## config.mk

```make
export PLATFORM = sky130hd
export DESIGN_NAME = uxn_stack_unit
export DESIGN_NICKNAME = d
export VERILOG_FILES = /design/src/rtl/uxn_stack_unit.sv
export SDC_FILE = /design/constraint.sdc
export NUM_CORES = 2
export LEC_CHECK = 0
export CORE_AREA = 2 2 514 516
export CTS_CLUSTER_DIAMETER = 40
export CTS_CLUSTER_SIZE = 10
export DETAILED_ROUTE_END_ITERATION = 7
export DIE_AREA = 0 0 516 518
export HOLD_SLACK_MARGIN = 0.03
export PLACE_DENSITY = 0.54
export SYNTH_ARGS = -nofsm -noshare
export SYNTH_HDL_FRONTEND = slang
export SYNTH_SLANG_ARGS = --single-unit
```

## constraint.sdc

```tcl
create_clock -name clk -period 6.6 [get_ports clk]
set_input_delay 1.32 -clock clk [delete_from_list [all_inputs] [get_ports clk]]
set_output_delay 1.32 -clock clk [all_outputs]
set_load 0.1 [all_outputs]
```

## src/rtl/uxn_stack_unit.sv

```systemverilog
`default_nettype none
// ============================================================================
// Module   : uxn_stack_unit
// Purpose  : Byte-wide LIFO stack (push/pop/peek/clear, byte or big-endian short)
// Revision : 1.0
// ============================================================================
module uxn_stack_unit #(
  parameter int DEPTH = 256,
  parameter int PW    = $clog2(DEPTH)
) (
  input  logic          clk,
  input  logic          rst,
  input  logic          req_valid,
  output logic          req_ready,
  input  logic [1:0]    req_op,
  input  logic          req_short,
  input  logic [15:0]   req_wdata,
  input  logic [PW-1:0] req_offset,
  output logic          rsp_valid,
  input  logic          rsp_ready,
  output logic [15:0]   rsp_rdata,
  output logic          rsp_err,
  output logic [PW:0]   depth
);

  typedef enum logic [1:0] {
    IDLE    = 2'd0,
    XFER_HI = 2'd1,
    XFER_LO = 2'd2,
    RESP    = 2'd3
  } state_t;

  localparam logic [1:0] OP_PUSH  = 2'b00;
  localparam logic [1:0] OP_POP   = 2'b01;
  localparam logic [1:0] OP_PEEK  = 2'b10;
  localparam logic [1:0] OP_CLEAR = 2'b11;

  state_t        state_q, state_d;
  logic [PW:0]   depth_q, depth_d;
  logic [1:0]    op_q, op_d;
  logic          short_q, short_d;
  logic [15:0]   wdata_q, wdata_d;
  logic [PW-1:0] offset_q, offset_d;
  logic [15:0]   rdata_q, rdata_d;
  logic          err_q, err_d;

  logic [7:0]    mem [DEPTH];

  logic [PW+1:0] d_ext, n_ext, off_ext;
  logic          req_err;
  logic [PW-1:0] ptr, addr_hi, addr_lo, mem_addr;
  logic          mem_we;
  logic [7:0]    mem_wbyte;
  logic [PW:0]   n_len;

  // Bounds are evaluated two bits wider than the pointer so D+n and off+n never wrap.
  always_comb begin
    d_ext   = {1'b0, depth_q};
    n_ext   = req_short ? (PW+2)'(2) : (PW+2)'(1);
    off_ext = (PW+2)'(req_offset);
    case (req_op)
      OP_PUSH: req_err = (d_ext + n_ext) > (PW+2)'(DEPTH);
      OP_POP:  req_err = n_ext > d_ext;
      OP_PEEK: req_err = (off_ext + n_ext) > d_ext;
      default: req_err = 1'b0;
    endcase
  end

  // POP is treated as PEEK at offset 0; depth only moves on the XFER_LO edge.
  always_comb begin
    ptr = depth_q[PW-1:0];
    if (op_q == OP_PUSH) begin
      addr_hi = ptr;
      addr_lo = ptr + PW'(short_q);
    end else begin
      addr_lo = ptr - PW'(1) - offset_q;
      addr_hi = addr_lo - PW'(1);
    end
    n_len = short_q ? (PW+1)'(2) : (PW+1)'(1);
  end

  always_comb begin
    state_d   = state_q;
    depth_d   = depth_q;
    op_d      = op_q;
    short_d   = short_q;
    wdata_d   = wdata_q;
    offset_d  = offset_q;
    rdata_d   = rdata_q;
    err_d     = err_q;
    mem_we    = 1'b0;
    mem_addr  = addr_lo;
    mem_wbyte = wdata_q[7:0];
    case (state_q)
      IDLE: begin
        if (req_valid) begin
          op_d     = req_op;
          short_d  = req_short;
          wdata_d  = req_wdata;
          offset_d = (req_op == OP_PEEK) ? req_offset : '0;
          rdata_d  = '0;
          err_d    = req_err;
          if (req_err) begin
            state_d = RESP;
          end else if (req_op == OP_CLEAR) begin
            depth_d = '0;
            state_d = RESP;
          end else if (req_short) begin
            state_d = XFER_HI;
          end else begin
            state_d = XFER_LO;
          end
        end
      end
      XFER_HI: begin
        mem_addr  = addr_hi;
        mem_wbyte = wdata_q[15:8];
        mem_we    = (op_q == OP_PUSH);
        if (op_q != OP_PUSH) rdata_d[15:8] = mem[addr_hi];
        state_d   = XFER_LO;
      end
      XFER_LO: begin
        mem_we = (op_q == OP_PUSH);
        if (op_q != OP_PUSH) rdata_d[7:0] = mem[addr_lo];
        if (op_q == OP_PUSH)     depth_d = depth_q + n_len;
        else if (op_q == OP_POP) depth_d = depth_q - n_len;
        state_d = RESP;
      end
      RESP: begin
        if (rsp_ready) state_d = IDLE;
      end
      default: state_d = IDLE;
    endcase
  end

  always_ff @(posedge clk) begin
    if (rst) begin
      state_q  <= IDLE;
      depth_q  <= '0;
      op_q     <= OP_PUSH;
      short_q  <= 1'b0;
      wdata_q  <= '0;
      offset_q <= '0;
      rdata_q  <= '0;
      err_q    <= 1'b0;
    end else begin
      state_q  <= state_d;
      depth_q  <= depth_d;
      op_q     <= op_d;
      short_q  <= short_d;
      wdata_q  <= wdata_d;
      offset_q <= offset_d;
      rdata_q  <= rdata_d;
      err_q    <= err_d;
    end
  end

  // Array is never cleared; reset only suppresses an in-flight write.
  always_ff @(posedge clk) begin
    if (mem_we && !rst) mem[mem_addr] <= mem_wbyte;
  end

  assign req_ready = (state_q == IDLE);
  assign rsp_valid = (state_q == RESP);
  assign rsp_rdata = rdata_q;
  assign rsp_err   = err_q;
  assign depth     = depth_q;

endmodule
`default_nettype wire
```

==> results by group <==
Clock tree
  – CTS Root Cell: clkbuf_16
  – Post-CTS resize count: 0
  – CTS sink count: 2,103
  – Hold_buf cts: 0
  – Num CTS Buffers: around 360
  – Clock Path Buffers: 4
  – Later-pin clock latency in the skew report: 1.00 ns
  – H-tree depth: 5
  – Setup bufs post-CTS: 0
  – CTS tree: built
  – Worst-path clk slew: 0.05 ns

Cells and area
  – Area added between synthesis and finish: 17.06%
  – Share of layout cells above drive strength 1: around 16%
  – Fill cells: 23,219
  – Utilization after layout: 46.58%
  – Most common cell after layout, fill and taps aside: nand2_1
  – Final layout net count: 9,025
  – Commonest non-fill, non-tap cells in the layout: 2,598 x nand2_1, 2,048 x edfxtp_1, 619 x nand3_1

Drt
  – Final WL: about 420 mm
  – Drt first-iter violations: 11,275
  – Antenna Nets Post-Route: 0
  – DRT Pass-1 Iters: 7
  – Routed length per instance: between 30 and 40 um
  – Total number of vias: around 80,000
  – DRC: 0
  – Vias/cell: 6.422

Logic synthesis
  – Post-synth EDFFs: 2,048
  – Synth top area cells: edfxtp_1 59%, nand2_1 9.4%, mux4_2 8.7%, a311oi_1 3.2%, nand3_1 3.0%
  – Post-synth cell types: 83
  – Async set or reset register ratio after synthesis: 0%
  – Mapped Area: 104,100 um2
  – Synth Register Bits: 2,103
  – Sequential share of the synthesized area: around three fifths
  – Cell taking the most area after synthesis: edfxtp_1
  – Primary FF master, synth: edfxtp_1
  – Cells after Synth: 8,841
  – Syn Area/Cell: 11.77 um2
  – Post-Syn Nets: 8,913
  – Post-synth top area share: between 50% and 60%
  – YS warnings: 0

Worst setup path
  – Reg-to-reg setup timing slack: 0.32 ns
  – Critical Path End Type: register
  – WP data arrival: between 7 and 8 ns
  – Crit Path Class: reg2reg
  – Critical-path cell list: inv_1 > fa_1 > xor2_1 > and3_1 > nor2_1 > a211oi_4 > buf_12 > buf_12 > a21oi_1 > a221oi_1 > nor3_1 > a2111oi_0 > a211o_1
  – Most used cell, CP: buf_12
  – CP required: 7.49 ns
  – Slowest-stage cell, CP: a2111oi_0
  – Largest stage delay on the critical path: 1.33 ns
  – Max FO, Critical Path: 94
  – Crit path launch type: register

Die
  – Die ar.: 267,300 um2
  – Core ar.: around 260,000 um2
  – Die W: 516 um
  – Io pins: 59
  – Starting Density: 39.79%
  – Row Count: 188
  – Die H: slightly above 500 um

Timing
  – Final hold vios: 0
  – Setup Skew: 0.08407 ns
  – Final worst setup slack: 0.3248 ns
  – Final setup vio count: 0
  – Setup_tns: 0 ns
  – Unrepaired setup endpoints after global routing: no
  – Final Slew Violations: 2
  – Tcrit/Tclk final: ~95%
  – F_max: 159.4 MHz
  – Worst hold slack: 0.4703 ns
  – Worst-Margin Slew: 1.506 ns
  – Tmin final: 6.275 ns
  – Slew Limit Headroom: -3.015%

Placed design
  – DP Worst Slack: 0.7067 ns
  – Port Buf Inserts: 58
  – Gpl congestion: approximately 1
  – HPWL Detailed: 260.1 mm

Run
  – Max-cap viol count: 1

Global routing
  – First-pass GRT wire length: 584.4 mm
  – Vias in the first global route: 78,313
  – Initial antenna violation count: 30
  – Overflow after GRT: 0
  – Pin count of the biggest net entering global routing: 192
  – Gr usage total: around 30%

Pwr
  – Leak pwr: 42.05 nW
  – Power Density: 508.8 nW/um2
  – Worst vdd ir: approximately 0.37 mV

Worst hold path
  – Hold WC Path Type: reg2reg

Run status
  – Failing checks: max-capacitance violations, max-slew violations
  – Status: complete, but fails checks
cells by family (layout without fill, tap and decap cells):
logic type | after synthesis | count (layout) | synth area share, %
and+or+nand+nor | 4035 | 4035 | 16.39
DFF | 2103 | 2103 | 60.14
AOI/OAI and AO/OA | 1392 | 1392 | 9.614
buffers and inverters | 786 | 1165 | 3.665
muxes | 460 | 460 | 9.448
adders and majority gates | 41 | 41 | 0.5217
xor gates and xnor gates | 24 | 24 | 0.2152
other | 0 | 21 | 0
worst paths after layout:
path | cells after the start | end | startpoint
max | 13 | rsp_rdata[11]$_SDFFE_PP0P_ | depth[1]$_SDFFE_PP0P_
min | 2 | wdata_q[10]$_SDFFE_PP0P_ | wdata_q[10]$_SDFFE_PP0P_
max reg2reg | 13 | rsp_rdata[11]$_SDFFE_PP0P_ | depth[1]$_SDFFE_PP0P_
min reg2reg | 2 | wdata_q[10]$_SDFFE_PP0P_ | wdata_q[10]$_SDFFE_PP0P_
per-stage QoR:
step                instances  instance area [um2]  power (mW)
floorplan                8841               104100       31.83
global placement        12100               110000       42.73
detailed placement      12102               110000       42.93
CTS                     12735               121800       61.26
global route            12744               121800       63.56
finish                  12756               121800       61.99
sequential cells by signal, indices dropped and copies added, names as in the netlist:
name	flops
depth	9
mem	2048
offset_q	8
op_q	2
rsp_err	1
rsp_rdata	16
short_q	1
state_q	2
wdata_q	16
metal layers:
layer	track usage, %	share of wire [%]	up-vias
met5	0.3244	0.083	-
met4	17.89	6.9	32
met3	8.455	12	1266
met2	45.65	44	5663
met1	39.07	37	41148
li1	-	-	33809
synth_stat cells (all sizes together), types with 11 or more instances:
cell / instances
nor3: 113
a211oi: 171
a21oi: 328
a22oi: 27
nand2: 2605
o22ai: 14
o21ai: 80
edfxtp: 2048
nor4: 15
a32o: 18
nor2: 314
or3: 11
a31oi: 141
buf: 508
a32oi: 47
and3: 283
a211o: 13
inv: 38
clkbuf: 240
and2: 37
a311oi: 384
nand3: 619
mux2i: 36
a221oi: 51
mux4: 414
xnor2: 17
a2111oi: 14
o211ai: 39
ha: 37
o21a: 14
dfxtp: 55
final cells by class:
type	count	area, um2	area share [%]
clock inverters	212	2232	1.832
well taps	3515	4398	3.610
flip-flops and latches	2103	62600	51.38
clock buffers	421	9510	7.806
multi-input cells	5952	38030	31.21
diodes	21	52.55	0.04313
repair buffers	494	4875	4.001
inverters	38	142.6	0.1171
power breakdown:
part	total [mW]	internal [mW]	leakage (nW)	switching, mW
clock network	18.4	11.7	5.63	6.68
registers	15.7	15.6	19.3	0.102
logic	27.9	8.29	17.1	19.6
critical path: cells and delay by family, from the launching register on:
family,cells,cell delay [ns]
flops,1,0.51
buf+inv,3,1.04
fa+ha+maj,1,0.52
xor+xnor,1,0.45
simple gates,3,0.72
compound gates,5,2.66
Power figures use the tool's default switching activity.
